$ cat src/rtl/rr_timeout_arbiter.sv
// Round-robin N-way arbiter with hold timeout and a dead cycle between grants.
// Ports: clk, reset (sync, active-high), req[N], grant[N], grant_id, busy, preempt.
module rr_timeout_arbiter #(
    parameter int N        = 4,
    parameter int MAX_HOLD = 8,
    parameter int IDW      = 2
) (
    input  logic           clk,
    input  logic           reset,
    input  logic [N-1:0]   req,
    output logic [N-1:0]   grant,
    output logic [IDW-1:0] grant_id,
    output logic           busy,
    output logic           preempt
);

    localparam int CW = (MAX_HOLD > 1) ? $clog2(MAX_HOLD) : 1;

    typedef enum logic {
        S_IDLE,
        S_GRANT
    } state_t;

    state_t         r_state;
    state_t         w_state_nxt;

    logic [IDW-1:0] r_ptr;
    logic [CW-1:0]  r_hold;
    logic [N-1:0]   r_grant;
    logic [IDW-1:0] r_id;
    logic           r_busy;
    logic           r_preempt;

    logic [IDW-1:0] w_ptr_nxt;
    logic [CW-1:0]  w_hold_nxt;
    logic [N-1:0]   w_grant_nxt;
    logic [IDW-1:0] w_id_nxt;
    logic           w_busy_nxt;
    logic           w_preempt_nxt;

    // Circular search: rotate req so that bit 0 corresponds to r_ptr.
    logic [2*N-2:0] w_dbl;
    logic [N-1:0]   w_rot;
    logic [IDW-1:0] w_off;
    logic [IDW:0]   w_sum;
    logic [IDW-1:0] w_pick;
    logic           w_any;

    logic           w_own_req;
    logic           w_others;
    logic           w_sat;
    logic           w_release;
    logic           w_timeout;
    logic [IDW-1:0] w_ptr_adv;

    assign w_dbl = {req[N-2:0], req};
    assign w_rot = w_dbl[r_ptr +: N];
    assign w_any = |req;

    always_comb begin
        w_off = '0;
        // Descending scan so the lowest offset wins.
        for (int i = N - 1; i >= 0; i--) begin
            if (w_rot[i]) begin
                w_off = IDW'(i);
            end
        end
    end

    assign w_sum  = {1'b0, r_ptr} + {1'b0, w_off};
    assign w_pick = (w_sum >= (IDW+1)'(N)) ? IDW'(w_sum - (IDW+1)'(N))
                                           : IDW'(w_sum);

    assign w_own_req = req[r_id];
    assign w_others  = |(req & ~r_grant);
    assign w_sat     = (r_hold == CW'(MAX_HOLD - 1));
    assign w_release = !w_own_req;
    // Timeout only applies while the owner still requests, so a
    // simultaneous drop is treated as a plain release.
    assign w_timeout = w_own_req && w_sat && w_others;
    assign w_ptr_adv = (r_id == IDW'(N - 1)) ? '0 : r_id + IDW'(1);

    // State register (outputs are registered alongside the state).
    always_ff @(posedge clk) begin
        if (reset) begin
            r_state   <= S_IDLE;
            r_ptr     <= '0;
            r_hold    <= '0;
            r_grant   <= '0;
            r_id      <= '0;
            r_busy    <= 1'b0;
            r_preempt <= 1'b0;
        end else begin
            r_state   <= w_state_nxt;
            r_ptr     <= w_ptr_nxt;
            r_hold    <= w_hold_nxt;
            r_grant   <= w_grant_nxt;
            r_id      <= w_id_nxt;
            r_busy    <= w_busy_nxt;
            r_preempt <= w_preempt_nxt;
        end
    end

    // Next-state logic.
    always_comb begin
        w_state_nxt = r_state;
        unique case (r_state)
            S_IDLE: begin
                if (w_any) begin
                    w_state_nxt = S_GRANT;
                end
            end
            S_GRANT: begin
                if (w_release || w_timeout) begin
                    w_state_nxt = S_IDLE;
                end
            end
            default: w_state_nxt = S_IDLE;
        endcase
    end

    // Output / datapath next values; exits from GRANT always produce
    // an all-zero grant, giving the dead cycle.
    always_comb begin
        w_grant_nxt   = '0;
        w_id_nxt      = '0;
        w_busy_nxt    = 1'b0;
        w_preempt_nxt = 1'b0;
        w_ptr_nxt     = r_ptr;
        w_hold_nxt    = r_hold;
        unique case (r_state)
            S_IDLE: begin
                if (w_any) begin
                    w_grant_nxt = {{(N-1){1'b0}}, 1'b1} << w_pick;
                    w_id_nxt    = w_pick;
                    w_busy_nxt  = 1'b1;
                    w_hold_nxt  = '0;
                end
            end
            S_GRANT: begin
                if (w_release || w_timeout) begin
                    w_ptr_nxt     = w_ptr_adv;
                    w_preempt_nxt = w_timeout;
                    w_hold_nxt    = '0;
                end else begin
                    w_grant_nxt = r_grant;
                    w_id_nxt    = r_id;
                    w_busy_nxt  = 1'b1;
                    if (!w_sat) begin
                        w_hold_nxt = r_hold + CW'(1);
                    end
                end
            end
            default: ;
        endcase
    end

    assign grant    = r_grant;
    assign grant_id = r_id;
    assign busy     = r_busy;
    assign preempt  = r_preempt;

endmodule

$ cat config.mk
export PLATFORM = sky130hd
export DESIGN_NAME = rr_timeout_arbiter
export DESIGN_NICKNAME = d
export VERILOG_FILES = /design/src/rtl/rr_timeout_arbiter.sv
export SDC_FILE = /design/constraint.sdc
export NUM_CORES = 1
export LEC_CHECK = 0
export CAP_MARGIN = 20
export CORE_MARGIN = 2
export CORE_UTILIZATION = 64
export CTS_CLUSTER_DIAMETER = 120
export DETAILED_ROUTE_END_ITERATION = 8
export DONT_BUFFER_PORTS = 1
export PLACE_DENSITY = 0.8
export SLEW_MARGIN = 20
export SYNTH_ARGS = -nofsm -noshare
export SYNTH_HDL_FRONTEND = slang
export SYNTH_SLANG_ARGS = --single-unit
$ cat constraint.sdc
create_clock -name clk -period 3.8 [get_ports clk]
set_input_delay 0.76 -clock clk [delete_from_list [all_inputs] [get_ports clk]]
set_output_delay 0.76 -clock clk [all_outputs]
set_load 0.05 [all_outputs]
==> results_dict.tcl <==
set metrics [dict create \
    nNetsFinal 110 \
    cts_tree "done" \
    synth.area.mux_share_pct 5.16 \
    worstSetupStartpointType "input port" \
    clkSinkCount 13 \
    ys.flop_type "dfxtp_1" \
    status "finished, final reports clean" \
    antenna_found_initial 0 \
    groute.usage.overall_pct 26.7 \
    fill_cells 124 \
    synthCells 99 \
    drt_wl_total_um 1780 \
    ys_types 42 \
    dr.pass1.iters 4 \
    start_util_pct 66.9 \
    fin_util_pct 67.2 \
    end_kind "flip-flop" \
    ctsHoldBuffers 0 \
    io_buffers 0 \
    crit_arrival_ps 2500 \
    synth_top_family_by_area "simple AND/OR/NAND/NOR gates" \
    worstMarginPinSlew_ps 634 \
    crit_required_ps 3970 \
    clock-root-buffer "clkbuf_4" \
    place_congestion 0.832 \
    hold_violations 0 \
    synth-async-reset-ratio_pct 0 \
    syn_area_per_cell_um2 8.57 \
    antenna_left 0 \
    timing.hold.ws_ps 499 \
    coreArea_um2 1270 \
    drv_slew 0 \
    synth_simple_gate_area_share_pct 31.4 \
    synth-compound-area-share_pct 20.1 \
    hp-class "flip-flop to flip-flop" \
    syn-cell-area_um2 848 \
    crit_family "simple AND/OR/NAND/NOR gates" \
    io_pins 14 \
    first_global_vias 648 \
    layout_setup_ws_ps 1470 \
    grt_max_degree 12 \
    clock_latency_ps 280 \
    clkTransAtPathRegs_ps 80 \
    worst_ir_drop_vdd_mv 0.184 \
    rsz0062_at_grt "no" \
    crit_path_cell_trace "or4_2 > o2111ai_1 > ha_1 > xnor2_1 > and4_1 > and3_1 > a221o_1" \
    total_power_uw 339 \
    synth_seq_area_share_pct 30.7 \
    synth-edff-count 0 \
    post_drt_wl_per_cell_um 15.6 \
    setup_violations 0 \
    die_w_um 40.4 \
    fin_skew_ps 2.00 \
    dp_slack_ps 1190 \
    min_period_ps 2330 \
    cpMaxStageDelayCell "or4_2" \
    yosys_warnings 0 \
    fmax_ghz 0.430 \
    yosys.area_share.adder_pct 5.90 \
    globalRouteOverflowTotal 0 \
    dp_hpwl_um 1330 \
    drive_gt1_share_pct 9.09 \
    h-tree-depth 1 \
    post_cts_resized 0 \
    vias 762 \
    powerDensity_nw_per_um2 397 \
    max_stage_delay_ps 630 \
    p_leak_uw 0.000345 \
    fin_tns_setup_ps 0 \
    die_area_um2 1630 \
    path_buf_inv 0 \
    cts_buffers 3 \
    die_y_um 40.4 \
    syn2layout_area_growth_pct 0.442 \
    drt_iter0_drc 19 \
    drv_cap 0 \
    slew_headroom_pct 57.6 \
    synth.ff_latch_count 13 \
    n_antenna_cell 0 \
    crit_type "input port to flip-flop" \
    drc 0 \
    period_share_pct 61.3 \
    grt_pass1_wl_um 2820 \
    fp-row-count 13 \
    synth_xor_xnor_area_share_pct 1.03 \
    routed_via_density 6.68 \
    clockBufferDepth 2 \
    crit_path_max_fanout 11 \
    post_cts_buffers 0 \
    syn_nets 109 \
]
-- cells by family after synthesis --
group | after synthesis
adders and majority gates | 4
xor gates and xnor gates | 1
buffers and inverters | 6
DFF | 13
muxes | 3
and+or+nand+nor | 50
AOI/OAI and AO/OA | 22
-- routing by layer --
metal,global-route usage [%],vias up,part of all wire (%)
li1,-,373,-
met1,33.0,352,41
met2,40.9,33,48
met3,7.78,4,8.4
met4,15.0,0,2.2
met5,0,-,0
-- report_power, final --
group / internal (uW) / total (uW) / switching, uW
Sequential: 147 / 191 / 43.7
Clock: 40.8 / 86.8 / 46.0
Combinational: 29.5 / 61.0 / 31.5
Total: 217 / 339 / 121
-- worst paths after layout --
check                               start         to  slack, ps  cells past startpoint
worst min-delay path            r_hold[2]  r_hold[2]        500                      1
worst min register to register  r_hold[2]  r_hold[2]        500                      1
worst max-delay path               req[0]   grant[1]       1470                      7
worst max register to register   r_ptr[0]   grant[1]       1480                      7
-- cells in the mapped netlist (3+ instances only) --
master,count,share of area (%)
and3_1,3,2.2
dfxtp_1,13,31
ha_1,4,5.9
nand2_1,11,4.9
nor2_1,13,5.8
nor2b_1,3,2.2
-- through the flow --
step           area (um^2)  cells
2_1_floorplan          848     99
3_3_place_gp           826    110
3_5_place_dp           826    110
4_1_cts                852    114
5_1_grt                852    114
6_report               852    114
-- layout by cell type (no fill, tap or decap), types with 2 or more instances in the layout --
| master | count |
|---|---|
| nor2_1 | 13 |
| dfxtp_1 | 13 |
| nand2_1 | 11 |
| ha_1 | 4 |
| nor2b_1 | 3 |
| and3_1 | 3 |
| clkbuf_4 | 3 |
| o21ai_0 | 2 |
| o211ai_1 | 2 |
| inv_1 | 2 |
| nand2b_1 | 2 |
| or2b_1 | 2 |
| and4_1 | 2 |
| nor3_1 | 2 |
| or3_1 | 2 |
| nand3_1 | 2 |
| or2_1 | 2 |
| a32oi_1 | 2 |
| o21ai_1 | 2 |
| a221o_1 | 2 |
| a21oi_1 | 2 |
| a22o_1 | 2 |
-- sequential cells by signal, indices dropped and copies added (netlist names) --
| name | flops |
|---|---|
| grant | 4 |
| preempt | 1 |
| grant_id | 2 |
| busy | 1 |
| r_hold | 3 |
| r_ptr | 2 |
-- cell type report --
type / instances / area, um^2 / share of cell area (%)
flip-flops and latches: 13 / 260 / 30.5
inverters: 2 / 7.51 / 0.881
clock buffers: 4 / 26.3 / 3.08
multi-input cells: 80 / 539 / 63.3
well taps: 15 / 18.8 / 2.20
Power figures use the tool's default switching activity.
